**src/rtl/apb_slave_mem.sv**
```systemverilog
// APB3 slave backed by a DEPTH x 32-bit word memory, with programmable wait states,
// address-window decode with pslverr, and a sticky protocol-violation flag.
module apb_slave_mem #(
  parameter int          WAIT_STATES = 1,
  parameter int          DEPTH       = 64,
  parameter logic [31:0] BASE_ADDR   = 32'h8000_0000
) (
  input  logic        hclk,
  input  logic        hreset,
  input  logic        psel,
  input  logic        penable,
  input  logic        pwrite,
  input  logic [31:0] paddr,
  input  logic [31:0] pwdata,
  output logic [31:0] prdata,
  output logic        pready,
  output logic        pslverr,
  output logic        proto_err
);

  localparam int          IDX_W     = (DEPTH > 1) ? $clog2(DEPTH) : 1;
  localparam logic [32:0] WIN_BYTES = 33'(4 * DEPTH);
  localparam logic [2:0]  WS        = 3'(WAIT_STATES);

  typedef enum logic {IDLE, ACCESS} state_t;

  state_t             state, state_nxt;
  logic [2:0]         wcnt;
  logic [31:0]        addr_lat, wdata_lat;
  logic               write_lat, valid_lat;
  logic [IDX_W-1:0]   idx_lat;
  logic [31:0]        mem [DEPTH];

  logic setup_go, done, proto_set;

  // Offset is taken modulo 2^32, so the window test never overflows near the top of the map.
  function automatic logic addr_ok(input logic [31:0] a);
    logic [31:0] off;
    off = a - BASE_ADDR;
    return (a >= BASE_ADDR) && ({1'b0, off} < WIN_BYTES) && (a[1:0] == 2'b00);
  endfunction

  function automatic logic [IDX_W-1:0] addr_idx(input logic [31:0] a);
    logic [31:0] off;
    off = a - BASE_ADDR;
    return IDX_W'(off >> 2);
  endfunction

  always_comb begin
    state_nxt = state;
    pready    = 1'b0;
    setup_go  = 1'b0;
    done      = 1'b0;
    proto_set = 1'b0;
    case (state)
      IDLE: begin
        if (psel && !penable) begin
          setup_go  = 1'b1;
          state_nxt = ACCESS;
        end else if (psel && penable) begin
          proto_set = 1'b1;
        end
      end
      ACCESS: begin
        if (psel && penable) begin
          // Bus values drifting mid-transfer are flagged; the latched copies stay authoritative.
          if (paddr != addr_lat || pwrite != write_lat || pwdata != wdata_lat)
            proto_set = 1'b1;
          if (wcnt == WS) begin
            pready    = 1'b1;
            done      = 1'b1;
            state_nxt = IDLE;
          end
        end else begin
          proto_set = 1'b1;
          state_nxt = IDLE;
        end
      end
      default: state_nxt = IDLE;
    endcase
  end

  assign pslverr = pready & ~valid_lat;

  always_ff @(posedge hclk or posedge hreset) begin
    if (hreset) begin
      state     <= IDLE;
      wcnt      <= 3'd0;
      proto_err <= 1'b0;
    end else begin
      state <= state_nxt;
      if (proto_set)
        proto_err <= 1'b1;
      if (setup_go)
        wcnt <= 3'd0;
      else if (state == ACCESS && psel && penable && !done)
        wcnt <= wcnt + 3'd1;
    end
  end

  // Transfer context captured at the setup edge; meaningful only while in ACCESS.
  always_ff @(posedge hclk) begin
    if (setup_go) begin
      addr_lat  <= paddr;
      wdata_lat <= pwdata;
      write_lat <= pwrite;
      valid_lat <= addr_ok(paddr);
      idx_lat   <= addr_idx(paddr);
    end
  end

  always_ff @(posedge hclk or posedge hreset) begin
    if (hreset) begin
      prdata <= 32'h0;
      for (int i = 0; i < DEPTH; i++)
        mem[i] <= 32'h0;
    end else begin
      if (setup_go && !pwrite)
        prdata <= addr_ok(paddr) ? mem[addr_idx(paddr)] : 32'h0;
      if (done && write_lat && valid_lat)
        mem[idx_lat] <= wdata_lat;
    end
  end

endmodule
```
**config.mk**
```make
export PLATFORM = sky130hd
export DESIGN_NAME = apb_slave_mem
export DESIGN_NICKNAME = d
export VERILOG_FILES = /design/src/rtl/apb_slave_mem.sv
export SDC_FILE = /design/constraint.sdc
export NUM_CORES = 2
export LEC_CHECK = 0
export BUFFER_PORTS_ARGS = -buffer_cell sky130_fd_sc_hd__buf_4
export CAP_MARGIN = 15
export CORE_ASPECT_RATIO = 1.2
export CORE_MARGIN = 2
export CORE_UTILIZATION = 30
export CTS_CLUSTER_DIAMETER = 120
export DETAILED_ROUTE_END_ITERATION = 7
export GPL_ROUTABILITY_DRIVEN = 0
export HOLD_SLACK_MARGIN = 0.05
export SYNTH_ARGS = -nofsm -noshare
export SYNTH_HDL_FRONTEND = slang
export SYNTH_SLANG_ARGS = --single-unit
```
**constraint.sdc**
```tcl
create_clock -name hclk -period 72.3 [get_ports hclk]
set_clock_uncertainty 0.05 [all_clocks]
set_input_delay 10.845 -clock hclk [delete_from_list [all_inputs] [get_ports hclk]]
set_output_delay 10.845 -clock hclk [all_outputs]
set_load 0.005 [all_outputs]
```
==> metrics.md <==
| Metric | Value |
|---|---|
| Vias | 57115 |
| Clock share of power | 0.458 |
| Clock insertion delay at the later pin of the skew report | 0.91 ns |
| Depth of the CTS H-tree | 4 |
| Die ar. | 329000 um2 |
| First-pass DRT Iterations | 5 |
| Syn Area/Cell | 15.3 um2 |
| Post-layout min period | 23.78 ns |
| Post-synthesis cell type count | 60 |
| Slew Limit Fails | 0 |
| Final hold violations | 0 |
| VDD IR max | 0.0000185 V |
| Core ar. | 324000 um2 |
| Clock Sinks | 2151 |
| Final HPWL DP | 183 mm |
| Psw | 0.000581 W |
| Max Buffers Root-to-Sink | 4 |
| Comb pwr share | 0.050 |
| Register area share after synthesis | 0.556 |
| Final period utilization | 0.329 |
| Critical Path End Type | primary output |
| Synth Flop Type | dfrtp_1 |
| Sw frac | 0.236 |
| Pin count of the biggest net entering global routing | 182 |
| First-pass GRT wire length | 449 mm |
| Final setup violation count | 0 |
| Area contributors post-synth | dfrtp_1, mux2_2, mux4_2 |
| Root buf cell | clkbuf_16 |
| Crit-path most repeated cell | buf_4 |
| Number of global-route vias before repair | 61903 |
| CP Launch Type | primary input |
| CP max FO | 4 |
| Reg power frac | 0.493 |
| Slowest CP cell | nor2b_1 |
| Post-Syn Area | 97400 um2 |
| Internal power | 0.00188 W |
| Sequential cell area | 54200 um2 |
| GRT overflow | 0 |
| Static Leakage | 52.2 nW |
| Clock transition at the registers of the reported paths | 0.06 ns |
| Hold slack | 0.434 ns |
| HP Class | register to register |
| Max Cap Violations | 0 |
| Final ANT Viol Nets | 0 |
| Worst-Margin Slew | 1.36 ns |
| Share of layout cells above drive strength 1 | 0.497 |
| Relative slew margins | 0.0909 |
| Initial antenna violation count | 12 |
| CP arrival | 12.88 ns |
| Iteration-0 DRC Markers | 4431 |
| Area Growth Syn to Fin | 12.7% |
| Yosys top cell by area | dfrtp_1 |
| Crit Path Category | primary input to primary output |
| Top cells by count, synth | dfrtp_1, mux2_2, mux4_2 |
| Biggest cell delay along the critical path | 0.91 ns |
| Yosys warning count | 0 |
| Yosys reg bits | 2151 |
| Count leader, synth | dfrtp_1 |
| TritonCTS buffer count | 220 |
| Initial core utilization | 0.301 |
| # nets final | 6323 |
| Fill cell count | 31057 |
| Max Freq | 42.1 MHz |
| Routed WL | 309 mm |
| Postcts setup bufs | 0 |
| EDFF count, synth | 66 |
| GRT Util Overall | 0.186 |
| Die H | 628 um |
| Num rows | 229 |
| Gate Count Post-Synth | 6362 |
| Hold_buf cts | 0 |
| CP Data Required Time | 61.40 ns |
| CTS resizes | 0 |
| Post-synth top area share | 0.536 |
| Crit path cell chain | buf_4 -> nand3_1 -> nor3b_2 -> nor2b_1 -> buf_4 |
| CTS tree | yes |
| Synthesized Nets | 6433 |
| Unrepaired setup endpoints after global routing | no |
| Setup TNS | 0 ns |
| Per-cell routed wire length | 28.9 um |
| Footprint of the multi-input gates | 40800 um2 |
| DR DRC count | 0 |
| IO Count | 104 |
| PortBufs | 103 |
| Power Density | 22.5 nW/um2 |
| Die X-Extent | 524 um |
| FFs w/ async S/R, synth | 0.969 |
| Via-to-Cell Ratio | 5.34 |
| Status | finished, final reports clean |
per-stage QoR:
| stage | total power [W] | area (um2) | cells | worst slack [ns] | utilization |
|---|---|---|---|---|---|
| 6_report | 0.00247 | 110000 | 10696 | 48.52 | 0.339 |
| 5_1_grt | 0.00254 | 110000 | 10693 | 48.47 | 0.339 |
| 4_1_cts | 0.00249 | 110000 | 10688 | 48.45 | 0.339 |
| 3_5_place_dp | 0.00136 | 103000 | 10301 | 48.46 | 0.317 |
| 3_3_place_gp | 0.00136 | 103000 | 10300 | 48.41 | 0.317 |
| 2_1_floorplan | 0.00131 | 97400 | 6362 | 2.51 | - |
path summary, 6_finish.rpt:
check / from / to / slack, ns / cells after the start
min: mem[782] / mem[782] / 0.43 / 1
max: penable / pslverr / 48.52 / 5
min reg2reg: mem[782] / mem[782] / 0.43 / 1
max in group asynchronous: hreset / mem[1996] / 56.66 / 9
max reg2reg: state / prdata[9] / 67.55 / 7
min in group asynchronous: hreset / mem[97] / 10.09 / 2
state kept, by name (all words and copies together), names as in the netlist:
name       count
addr_lat      32
mem         2048
prdata        32
proto_err      1
state          1
valid_lat      1
wcnt           3
wdata_lat     32
write_lat      1
layout by cell type, fill, tap and decap left out, types with 51 or more instances in the layout:
cell       synthesis  layout
dfrtp_1         2085    2085
buf_4             36     281
mux2_2          2039    2039
a22oi_1           94      94
clkbuf_1         293      58
mux2i_1          276     276
nand2_1          188     156
edfxtp_1          66      66
a21oi_1           52      52
xor2_1            51      51
clkbuf_16          0     224
mux4_2           429     429
critical path: cells and delay by family:
family                 cells  cell delay (ns)
buffers and inverters      2             0.35
AND/OR/NAND/NOR            3             1.67
routing by layer:
| layer | vias up | GRT usage | part of all wire |
|---|---|---|---|
| met4 | 8 | 0.0780 | 0.046 |
| met2 | 1644 | 0.314 | 0.49 |
| met1 | 31608 | 0.236 | 0.41 |
| li1 | 23266 | - | - |
| met5 | - | 0 | 0.00015 |
| met3 | 589 | 0.0296 | 0.054 |
area by class of cell:
class	count	share of cell area
Clock buffer	327	0.0587
Inverter	8	0.000399
Sequential cell	2151	0.494
Antenna cell	6	0.000137
Tap cell	4273	0.0487
Timing Repair Buffer	294	0.0213
Clock inverter	60	0.00513
Multi-Input combinational cell	3577	0.372
power by group through the flow:
stage / Sequential [W] / Combinational (W) / Clock [W]
after global placement: 0.00124 / 0.000121 / 0
after detailed placement: 0.00124 / 0.000123 / 0
after floorplan: 0.00124 / 0.0000737 / 0
after CTS: 0.00121 / 0.000124 / 0.00115
after global routing: 0.00121 / 0.000131 / 0.00120
final: 0.00121 / 0.000122 / 0.00113
cell families after synthesis:
| logic type | after synthesis | share of synthesized area |
|---|---|---|
| muxes | 2762 | 0.365 |
| DFF | 2151 | 0.556 |
| buffers and inverters | 634 | 0.0289 |
| and+or+nand+nor | 396 | 0.0185 |
| AOI/OAI and AO/OA | 350 | 0.0249 |
| xor gates and xnor gates | 67 | 0.00602 |
| adders and majority gates | 2 | 0.000257 |
(Power assumes the default switching activity.)
